`config.mk`:
```
export PLATFORM = sky130hd
export DESIGN_NAME = calc_sequencer
export DESIGN_NICKNAME = d
export VERILOG_FILES = /design/src/rtl/calc_sequencer.sv
export SDC_FILE = /design/constraint.sdc
export NUM_CORES = 1
export LEC_CHECK = 0
export ABC_AREA = 0
export CORE_ASPECT_RATIO = 1.5
export CORE_UTILIZATION = 35
export DETAILED_ROUTE_END_ITERATION = 16
export HOLD_SLACK_MARGIN = 0.1
export PLACE_DENSITY = 0.65
export SYNTH_ARGS = -nofsm -noshare
export SYNTH_HDL_FRONTEND = slang
export SYNTH_SLANG_ARGS = --single-unit
export TNS_END_PERCENT = 50
```
`constraint.sdc`:
```
create_clock -name clk -period 3.2 [get_ports clk]
set_input_delay 0.64 -clock clk [delete_from_list [all_inputs] [get_ports clk]]
set_output_delay 0.64 -clock clk [all_outputs]
set_load 0.01 [all_outputs]
```
`src/rtl/calc_sequencer.sv`:
```
// calc_sequencer: keypad-driven two-operand calculator control FSM
module calc_sequencer (
  input  logic        clk,
  input  logic        reset_n,
  input  logic        key_valid,
  input  logic [4:0]  key_code,
  output logic [4:0]  num000,
  output logic [4:0]  num001,
  output logic [4:0]  num011,
  output logic [4:0]  num100,
  output logic [2:0]  num_state,
  output logic [4:0]  arithmetic,
  output logic        enable,
  input  logic [13:0] total,
  output logic [13:0] result,
  output logic        result_valid,
  output logic        negative,
  output logic        div_error
);
  typedef enum logic [2:0] {
    ENT_A = 3'b000,
    ENT_B = 3'b010,
    CALC  = 3'b011,
    DONE  = 3'b100,
    ERR   = 3'b101
  } state_t;
  state_t     state;
  logic [1:0] a_cnt, b_cnt;
  logic       is_digit, is_op, is_eq, is_clr;
  logic [6:0] a_val, b_val;
  assign is_digit  = key_valid && key_code < 5'd10;
  assign is_clr    = key_valid && key_code == 5'd10;
  assign is_op     = key_valid && key_code >= 5'd11 && key_code <= 5'd14;
  assign is_eq     = key_valid && key_code == 5'd15;
  assign a_val     = 7'(num000) * 7'd10 + 7'(num001);
  assign b_val     = 7'(num011) * 7'd10 + 7'(num100);
  assign num_state = state;
  // enable is the only combinational output; held low while reset is asserted
  assign enable    = reset_n && state == CALC;
  // sequencer: operand entry, operator latch, one-cycle compute and result capture
  always_ff @(posedge clk) begin
    if (!reset_n || is_clr) begin
      state        <= ENT_A;
      num000       <= '0;
      num001       <= '0;
      num011       <= '0;
      num100       <= '0;
      arithmetic   <= '0;
      result       <= '0;
      result_valid <= 1'b0;
      negative     <= 1'b0;
      div_error    <= 1'b0;
      a_cnt        <= '0;
      b_cnt        <= '0;
    end else begin
      case (state)
        ENT_A:
          if (is_digit) begin
            if (a_cnt != 2'd2) begin
              num000 <= num001;
              num001 <= key_code;
              a_cnt  <= a_cnt + 2'd1;
            end
          end else if (is_op) begin
            arithmetic <= key_code;
            state      <= ENT_B;
          end
        ENT_B:
          if (is_digit) begin
            if (b_cnt != 2'd2) begin
              num011 <= num100;
              num100 <= key_code;
              b_cnt  <= b_cnt + 2'd1;
            end
          end else if (is_op) begin
            if (b_cnt == 2'd0) arithmetic <= key_code;
          end else if (is_eq && b_cnt != 2'd0) begin
            if (arithmetic == 5'd14 && b_val == 7'd0) begin
              state     <= ERR;
              div_error <= 1'b1;
            end else begin
              state <= CALC;
            end
          end
        CALC: begin
          result       <= total;
          result_valid <= 1'b1;
          negative     <= arithmetic == 5'd12 && a_val < b_val;
          state        <= DONE;
        end
        DONE:
          if (is_digit) begin
            num000       <= '0;
            num001       <= key_code;
            num011       <= '0;
            num100       <= '0;
            arithmetic   <= '0;
            result       <= '0;
            result_valid <= 1'b0;
            negative     <= 1'b0;
            a_cnt        <= 2'd1;
            b_cnt        <= 2'd0;
            state        <= ENT_A;
          end
        default: ;
      endcase
    end
  end
endmodule

```
==> impl_metrics.py, run 1 <==
metrics = {
    "clocking": {
        "clock_path_buffers": 2,
        "ctsRootBufferMaster": "clkbuf_8",
        "post-cts-setup-buffers": 0,
        "deepest_level_of_the_cts_h_tree": 2,
        "tritoncts_clock_tree": "done",
        "numClockSinks": 49,
        "insertion_delay_ns": 0.32,
        "number_of_buffers_created_by_cts": 5,
        "clkTransAtPathRegs_ns": 0.10,
    },
    "flow_run": {
        "maxCapViolations": 0,
    },
    "power": {
        "p_switching_uw": 294,
        "sequentialPowerShare_pct": 54.6,
        "ir_worst_vdd_mv": 0.291,
        "internal_power_uw": 850,
        "share_clk_of_total_power_pct": 36.1,
        "power.share.combinational_pct": 9.3,
        "power_per_cell_area_mw_per_mm2": 323,
        "proportion_of_total_power_due_to_net_switching_pct": 25.7,
        "power_leakage_nw": 1.30,
    },
    "synth": {
        "synth-adder-area-share_pct": 15.3,
        "postSynth.asyncResetShare_pct": 0,
        "synth.ff_latch_count": 49,
        "largest_family_of_logic_cells_by_synthesized_area": "simple AND/OR/NAND/NOR gates",
        "synth_simple_gate_area_share_pct": 21.4,
        "synthDominantAreaCellType": "dfxtp_1",
        "dominantRegCellSynth": "dfxtp_1",
        "synth_compound_area_share_pct": 16.7,
        "syn_area_sq_mm": 0.00265,
        "xor_xnor_share_of_the_synthesized_area_pct": 3.96,
        "synth.avg_cell_area_sq_um": 8.47,
        "yosys-top-cells-area": "dfxtp_1 (37%), ha_1 (12%), a21oi_1 (7.0%)",
        "ys_warnings": 0,
        "synth_enable_flop_cells": 0,
        "synth_top_area_share_pct": 37.0,
        "yosysSeqAreaShare_pct": 37.0,
        "muxShareOfSynthArea_pct": 0.377,
        "post_synth_num_cell_types": 40,
        "mapped_cells": 313,
        "syn-num-nets": 365,
    },
    "final_layout": {
        "post_route_cells_drive_above_1_share_pct": 5.28,
        "instances_no_fill": 479,
        "numnets_final": 430,
        "area_growth_syn_to_layout_pct": 33.4,
        "multi_input_area_sq_mm": 0.00155,
        "antennaDiodeCount": 0,
        "final.fill_count": 715,
        "layout.area.seq_sq_um": 981,
    },
    "timing": {
        "report.final.slew_viol_count": 0,
        "rsz0062_at_grt": "false",
        "setup_violations": 0,
        "report.final.hold_viol_count": 0,
        "setup_tns_ns": 0,
        "skew_ns": 0.0145,
        "max_clock_freq_mhz": 339,
        "layout_min_cycle_time_ns": 2.95,
        "worst_pin_slew_ns": 0.658,
        "post-route-period-util_pct": 92.3,
        "max-slew-margin-rel_pct": 56.2,
    },
    "worst_setup_path": {
        "nature_of_the_critical_path_startpoint": "flop",
        "path_cells": "ha_1 > ha_1 > ha_1 > nor2_1 > a211oi_1 > xnor2_1 > ha_1 > a2111oi_1 > and3_1 > o21ai_0 > a21oi_1",
        "max_fanout_on_critical_path": 5,
        "critPathMostFrequentCell": "ha_1",
        "regToRegSetupSlack_ns": 0.25,
        "critical_path.endpoint_type": "flop",
        "worst_ep_required_time_ns": 3.45,
        "critical_path_top_delay_cell": "dfxtp_1",
        "worst_ep_arrival_time_ns": 3.21,
        "crit_path_max_incr_delay_ns": 0.42,
        "worstSetupPathType": "reg -> reg",
    },
    "grt": {
        "initial_antenna_violation_count": 0,
        "grt.overflow.total": 0,
        "grt_pass1_wl_mm": 10.8,
        "grt_start_max_net_pins": 33,
        "global_route.usage.total_pct": 17.6,
        "first_global_vias": 2292,
    },
    "place": {
        "port_buffers": 67,
        "gpl_congestion": 0.906,
        "detailedPlacementHpwl_mm": 4.94,
        "dp_cells": 471,
    },
    "floorplanning": {
        "top_level_ports": 68,
        "die_ht_um": 109,
        "rows": 38,
        "core_region_area_sq_mm": 0.00727,
        "floorplan.die.width_um": 73.1,
        "initial_utilization_pct": 36.5,
        "fp.dieArea_sq_mm": 0.00794,
    },
    "detailed_routing": {
        "wire_per_inst_um": 14.0,
        "route.detailed.drc": 0,
        "post_detailed_route_count_of_antenna_violating_nets": 0,
        "route.final.wire_length_mm": 6.73,
        "detail_route.iter0.violations": 82,
        "dr.pass1.iters": 5,
        "via_per_inst": 5.03,
        "vias": 2407,
    },
    "run_status": {
        "status": "complete, no violations",
    },
    "min_path": {
        "hold_class": "reg -> reg",
    },
}
[worst max-delay path, delay by kind of cell, from the launching register on]
| family | cells | cell delay, ns |
|---|---|---|
| fa+ha+maj | 4 | 1.23 |
| simple gates | 2 | 0.25 |
| xor+xnor | 1 | 0.13 |
| flops | 1 | 0.42 |
| compound gates | 4 | 0.85 |
[placed cells by master, fill, tap and decap left out, types with 2 or more instances in the layout]
cell and n:
a21o_1 5, dfxtp_1 49, clkbuf_8 6, o21ai_0 4, and3_1 4, fa_1 4, nor3_1 4, inv_1 21
ha_1 26, nor3b_1 2, xor2_1 5, xnor2_1 7, nand2_1 33, and2_1 2, a22oi_1 10, nand3_1 26
clkdlybuf4s50_1 67, nor2_1 27, a211oi_1 6, nand2b_1 5, buf_4 5, a21oi_1 37, nand3b_1 4
[power groups by stage]
stage               Sequential [mW]  Clock (mW)  Combinational, mW
global placement              0.638           0              0.107
CTS                           0.624       0.429              0.108
global route                  0.626       0.449              0.117
finish                        0.624       0.413              0.106
detailed placement            0.638           0              0.108
floorplan                     0.638           0             0.0496
[logic make-up (layout without fill, tap and decap cells)]
logic type                 Yosys count  count (layout)
AOI/OAI and AO/OA                   70              70
xor gates and xnor gates            12              12
adders and majority gates           30              30
buffers and inverters               35             101
DFF                                 49              49
muxes                                1               1
and+or+nand+nor                    116             116
[final cells by class]
class | instances | area share (%)
multi-input cells | 229 | 43.7
flip-flops and latches | 49 | 27.7
repair buffers | 72 | 20.0
well taps | 100 | 3.54
clock buffers | 6 | 2.33
inverters | 21 | 2.23
clock inverters | 2 | 0.495
[state kept, by name, indices dropped and copies added, names as in the netlist]
signal and count:
a_cnt 2, arithmetic 5, b_cnt 2, div_error 1, negative 1, num000 5, num001 5, num011 5
num100 5, num_state 3, result 14, result_valid 1
[routing by layer]
metal	up-vias	global-route usage, %	wire, um
met5	-	0	0
met4	0	5.46	105
met3	9	3.51	246
met2	61	33.1	3580
met1	1127	19.4	2800
li1	1210	-	-
[path summary, 6_finish.rpt]
| path | depth (start not counted) | end | from |
|---|---|---|---|
| worst min-delay path | 2 | result[12] | result[12] |
| worst max register to register | 11 | negative | num011[1] |
| worst min register to register | 2 | result[12] | result[12] |
| worst max-delay path | 11 | negative | num011[1] |
[stage by stage]
| step | util [%] | setup slack (ns) | hold WS [ns] | instance area, sq um | total power, mW |
|---|---|---|---|---|---|
| finish | 48.6 | 0.247 | 0.470 | 3540 | 1.14 |
| global route | 48.6 | 0.0498 | 0.496 | 3540 | 1.19 |
| CTS | 48.6 | 0.246 | 0.472 | 3540 | 1.16 |
| detailed placement | 47.2 | 0.285 | 0.458 | 3440 | 0.746 |
| global placement | 47.2 | 0.353 | 0.454 | 3440 | 0.745 |
| floorplan | - | 0.427 | 0.461 | 2650 | 0.687 |
[synthesized netlist by cell type, types with 2 or more instances]
cell and instances:
a211oi_1 6, a21o_1 5, a21oi_1 37, a22oi_1 10
and2_1 2, and3_1 4, buf_2 8, clkbuf_1 6
dfxtp_1 49, fa_1 4, ha_1 26, inv_1 21
nand2_1 33, nand2b_1 5, nand3_1 26, nand3b_1 4
nor2_1 27, nor3_1 4, nor3b_1 2, o21ai_0 4
xnor2_1 7, xor2_1 5
[repair_timing]
| item | in CTS | in global routing |
|---|---|---|
| resized for setup | 0 | 1 |
| hold buffers | 0 | 0 |
| hold endpoints to repair | 0 | 0 |
| endpoints found under the setup margin | 0 | 1 |
Power figures use the tool's default switching activity.
==> run 2: changes to the inputs <==
CORE_MARGIN = 2   (was default)
CTS_CLUSTER_DIAMETER = 80   (was default)
==> run 2 against run 1 <==
- first-iteration DRC count rose by 28%
- worst setup slack improved by 0.046 ns
- core utilization up 0.052 points
- largest cell class unchanged
- sequential share of layout area about the same
- critical endpoint unchanged
==> impl_metrics.py, run 2 (synthesized netlist as in run 1, its figures left out) <==
metrics = {
    "run_status": {
        "status": "complete, no violations",
    },
    "detailed_routing": {
        "dr.pass1.iters": 4,
        "vias": 2430,
        "detail_route.iter0.violations": 105,
        "route.final.wire_length_mm": 6.74,
        "wire_per_inst_um": 14.0,
        "via_per_inst": 5.06,
        "route.detailed.drc": 0,
        "post_detailed_route_count_of_antenna_violating_nets": 0,
    },
    "clocking": {
        "ctsRootBufferMaster": "clkbuf_8",
        "clock_path_buffers": 2,
        "numClockSinks": 49,
        "cts_hold_buffers": 0,
        "clkTransAtPathRegs_ns": 0.10,
        "insertion_delay_ns": 0.31,
        "deepest_level_of_the_cts_h_tree": 2,
        "post-cts-setup-buffers": 0,
        "number_of_buffers_created_by_cts": 5,
        "tritoncts_clock_tree": "done",
    },
    "final_layout": {
        "most_common_library_cell_in_the_layout_ignoring_fill_and_taps": "clkdlybuf4s50_1",
        "area_growth_syn_to_layout_pct": 33.5,
        "largest_reg_flops": 14,
        "most-common-layout-cells": "clkdlybuf4s50_1 (67), dfxtp_1 (48), a21oi_1 (37), nand2_1 (33), nor2_1 (27)",
        "post_route_cells_drive_above_1_share_pct": 6.05,
        "antennaDiodeCount": 0,
        "regMostFlops": "result",
        "numnets_final": 431,
    },
    "worst_setup_path": {
        "timing.critical_path.buf_inv": 0,
        "crit_path_start": "num011[3]",
        "path_cells": "ha_1 > ha_1 > ha_1 > nor2_1 > a211oi_1 > xnor2_1 > ha_1 > a2111oi_2 > and3_1 > o21ai_0 > a21oi_1",
        "nature_of_the_critical_path_startpoint": "flop",
        "worst_ep_required_time_ns": 3.45,
        "max_fanout_on_critical_path": 4,
        "r2r_start": "num011[3]",
        "crit_path_max_incr_delay_ns": 0.41,
        "critical-path-top-delay-family": "adder cells",
        "worstSetupPathType": "reg -> reg",
        "critical_path_top_delay_cell": "dfxtp_1",
        "critical_path.endpoint_type": "flop",
        "critPathMostFrequentCell": "ha_1",
        "worst_ep_arrival_time_ns": 3.15,
    },
    "timing": {
        "max_clock_freq_mhz": 344,
        "setup_tns_ns": 0,
        "post-route-period-util_pct": 90.9,
        "max-slew-margin-rel_pct": 59.0,
        "report.final.hold_viol_count": 0,
        "setup_violations": 0,
        "skew_ns": 0.00633,
        "layout_min_cycle_time_ns": 2.91,
        "rsz0062_at_grt": "false",
        "report.final.slew_viol_count": 0,
        "worst_pin_slew_ns": 0.615,
    },
    "power": {
        "power_per_cell_area_mw_per_mm2": 316,
        "power_leakage_nw": 1.30,
        "overall_power_consumption_mw": 1.12,
        "ir_worst_vdd_mv": 0.252,
    },
    "grt": {
        "grt.overflow.total": 0,
        "initial_antenna_violation_count": 0,
        "grt_start_max_net_pins": 32,
        "grt_pass1_wl_mm": 10.6,
        "first_global_vias": 2201,
        "global_route.usage.total_pct": 16.3,
    },
    "min_path": {
        "worstHoldStart": "result[11]",
        "hold_class": "reg -> reg",
    },
    "place": {
        "port_buffers": 67,
        "detailedPlacementHpwl_mm": 5.07,
        "gpl_congestion": 0.915,
    },
    "floorplanning": {
        "rows": 38,
        "core_region_area_sq_mm": 0.00727,
        "fp.dieArea_sq_mm": 0.00831,
        "initial_utilization_pct": 36.5,
        "floorplan.die.width_um": 75.1,
        "top_level_ports": 68,
        "die_ht_um": 111,
    },
    "flow_run": {
        "maxCapViolations": 0,
    },
}
==> run 2: cell types whose count changed in the layout (fill, tap and decap cells not counted) <==
| cell | change |
|---|---|
| dfxtp_2 | +1 |
| buf_4 | +1 |
| clkinv_2 | +1 |
| dfxtp_1 | -1 |
| a2111oi_1 | -1 |
| clkbuf_8 | -1 |
| clkinvlp_4 | +1 |
| a2111oi_2 | +1 |
| clkinv_4 | -1 |
==> run 2: routing by layer <==
metal	wire, um	global-route usage (%)	vias to the layer above
met5	0	0	-
met4	59	4.17	0
met3	236	3.38	7
met2	3610	29.4	49
met1	2830	18.7	1163
li1	-	-	1211
==> run 2: path summary, 6_finish.rpt <==
path	endpoint	slack, ns	depth (start not counted)
worst min-delay path	result[11]	0.47	2
worst max register to register	negative	0.29	11
worst max-delay path	negative	0.29	11
worst min register to register	result[11]	0.47	2
==> run 2: worst register-to-register path: cells and delay by family (launching register included) <==
family | cells | cell delay, ns
fa+ha+maj | 4 | 1.23
flops | 1 | 0.41
xor+xnor | 1 | 0.13
simple gates | 2 | 0.25
compound gates | 4 | 0.83
==> run 2: power by group <==
group	switching, mW	internal [mW]	total, mW
Clock	0.230	0.156	0.386
Combinational	0.0535	0.0543	0.108
Sequential	0.00822	0.616	0.624
Total	0.292	0.826	1.12
==> run 2: what timing repair did <==
| item | in CTS | in global routing |
|---|---|---|
| hold endpoints to repair | 0 | 0 |
| endpoints found under the setup margin | 0 | 1 |
| gates resized for setup | 0 | 3 |
==> run 2: metrics by stage <==
stage	utilization [%]	setup WS (ns)	hold WS [ns]	std cells	cell area, sq um
finish	48.7	0.292	0.469	480	3540
global route	48.7	0.0558	0.490	480	3540
CTS	48.6	0.179	0.473	480	3530
detailed placement	47.4	0.215	0.458	472	3440
global placement	47.4	0.341	0.454	472	3440
floorplan	-	0.427	0.461	313	2650
==> run 2: area by class of cell <==
cell class	instances	area [sq um]
well taps	100	125
inverters	21	78.8
clock inverters	3	21.3
flip-flops and latches	49	982
clock buffers	5	68.8
multi-input cells	229	1550
fillers	729	3730
repair buffers	73	716
==> run 3: changes to the inputs <==
clock period = 3.1 ns   (was 3.2 ns; I/O delays follow)
==> run 3 against run 2 <==
- clock-buffer cell count stayed put
- die area stayed put
- clock power hardly changed
- critical endpoint unchanged
- final area is 0.46% higher
==> impl_metrics.py, run 3 (synthesized netlist as in run 1, its figures left out) <==
metrics = {
    "run_status": {
        "status": "complete, no violations",
    },
    "detailed_routing": {
        "post_detailed_route_count_of_antenna_violating_nets": 0,
        "vias": 2394,
        "route.detailed.drc": 0,
        "detail_route.iter0.violations": 81,
        "via_per_inst": 4.97,
        "route.final.wire_length_mm": 6.74,
        "wire_per_inst_um": 14.0,
        "dr.pass1.iters": 4,
    },
    "grt": {
        "initial_antenna_violation_count": 0,
        "grt.overflow.total": 0,
        "global_route.usage.total_pct": 16.4,
        "grt_pass1_wl_mm": 10.8,
        "first_global_vias": 2237,
        "grt_start_max_net_pins": 18,
    },
    "min_path": {
        "worstHoldEndpoint": "result[6]",
        "worstHoldStart": "result[6]",
        "worstHoldPathCells": 2,
        "hold_class": "reg -> reg",
    },
    "final_layout": {
        "most_common_library_cell_in_the_layout_ignoring_fill_and_taps": "clkdlybuf4s50_1",
        "instances_no_fill": 482,
        "layout.area.seq_sq_um": 982,
        "most-common-layout-cells": "clkdlybuf4s50_1 (67), dfxtp_1 (48), a21oi_1 (37), nand2_1 (33), nor2_1 (27)",
        "antennaDiodeCount": 0,
        "postLayoutCellArea_sq_mm": 0.00356,
        "area_growth_syn_to_layout_pct": 34.2,
        "numnets_final": 433,
        "final.fill_count": 683,
        "largest_reg_flops": 14,
        "post_route_cells_drive_above_1_share_pct": 6.54,
        "regMostFlops": "result",
        "postLayoutCoreUtil_pct": 48.9,
        "multi_input_area_sq_mm": 0.00155,
    },
    "worst_setup_path": {
        "worst_ep_required_time_ns": 3.34,
        "reg2reg_depth": 11,
        "nature_of_the_critical_path_startpoint": "flop",
        "max_fanout_on_critical_path": 5,
        "worstSetupPathType": "reg -> reg",
        "regToRegSetupSlack_ns": 0.13,
        "endpoint_of_the_worst_register_to_register_path": "negative",
        "crit_path_start": "num011[1]",
        "worst_ep_arrival_time_ns": 3.21,
        "r2r_start": "num011[1]",
        "critical_path.endpoint_type": "flop",
    },
    "place": {
        "placed_cell_area_sq_mm": 0.00346,
        "place_worst_setup_slack_ns": 0.115,
        "dp_cells": 474,
        "gpl_congestion": 0.888,
        "detailedPlacementHpwl_mm": 5.04,
        "port_buffers": 67,
    },
    "clocking": {
        "tritoncts_clock_tree": "done",
        "insertion_delay_ns": 0.30,
        "clock_path_buffers": 2,
        "number_of_buffers_created_by_cts": 5,
        "numClockSinks": 49,
        "deepest_level_of_the_cts_h_tree": 2,
        "ctsRootBufferMaster": "clkbuf_8",
        "clkTransAtPathRegs_ns": 0.09,
        "post-cts-setup-buffers": 0,
    },
    "floorplanning": {
        "top_level_ports": 68,
        "fp.dieArea_sq_mm": 0.00831,
        "rows": 38,
        "initial_utilization_pct": 36.5,
        "floorplan.die.width_um": 75.1,
        "die_ht_um": 111,
        "core_region_area_sq_mm": 0.00727,
    },
    "timing": {
        "report.final.slew_viol_count": 0,
        "post-route-period-util_pct": 95.8,
        "max-slew-margin-rel_pct": 56.6,
        "worst_pin_slew_ns": 0.651,
        "skew_ns": 0.00448,
        "hold-worst-slack_ns": 0.467,
        "max_clock_freq_mhz": 337,
        "setup_ws_ns": 0.129,
        "layout_min_cycle_time_ns": 2.97,
        "setup_violations": 0,
        "report.final.hold_viol_count": 0,
        "setup_tns_ns": 0,
    },
    "flow_run": {
        "maxCapViolations": 0,
    },
    "power": {
        "power_per_cell_area_mw_per_mm2": 321,
        "ir_worst_vdd_mv": 0.243,
        "overall_power_consumption_mw": 1.14,
        "power_leakage_nw": 1.32,
    },
}
==> run 3: cell types whose count changed in the layout (fill, tap and decap cells not counted), sizes merged <==
| cell | before | now |
|---|---|---|
| clkinv | 1 | 3 |
| buf | 6 | 8 |
| inv | 22 | 21 |
| clkinvlp | 1 | 0 |
==> run 3: how the worst max path moves through the flow <==
stage,to,slack (ns),cells past startpoint
floorplan,negative,0.33,11
global placement,negative,0.23,11
detailed placement,negative,0.11,11
CTS,negative,0.07,11
global route,negative,-0.04,11
finish,negative,0.13,11
==> run 3: worst max-delay path: stages (launching register included) <==
cell and delay [ns]:
dfxtp_2 0.36, ha_1 0.30, ha_1 0.30, ha_1 0.36
nor2_1 0.06, a211oi_1 0.26, xnor2_1 0.13, ha_1 0.34
a2111oi_2 0.40, and3_1 0.19, o21ai_0 0.07, a21oi_1 0.14
==> run 3: area by class of cell <==
class / instances / area share (%)
Multi-Input combinational cell: 229 / 43.6
Clock buffer: 5 / 1.93
Timing Repair Buffer: 75 / 20.5
Inverter: 21 / 2.22
Clock inverter: 3 / 0.633
Tap cell: 100 / 3.52
Sequential cell: 49 / 27.6
==> run 3: repair_timing <==
item                                    4_1_cts  5_1_grt
resized for setup                             0        3
hold buffers                                  0        0
endpoints found under the setup margin        0        1
==> run 3: per-layer routing <==
| layer | global-route usage, % | vias to the layer above | share of wire, % |
|---|---|---|---|
| met3 | 3.01 | 8 | 3.8 |
| met2 | 28.9 | 52 | 52 |
| met1 | 20.0 | 1118 | 42 |
| met5 | 0 | - | 0 |
| li1 | - | 1216 | - |
| met4 | 3.57 | 0 | 1.6 |
==> run 3: power breakdown <==
| group | leakage, nW | total (mW) | internal [mW] | switching (mW) |
|---|---|---|---|---|
| Sequential | 0.396 | 0.644 | 0.636 | 0.00778 |
| Clock | 0.0481 | 0.385 | 0.161 | 0.224 |
| Combinational | 0.871 | 0.114 | 0.0574 | 0.0567 |
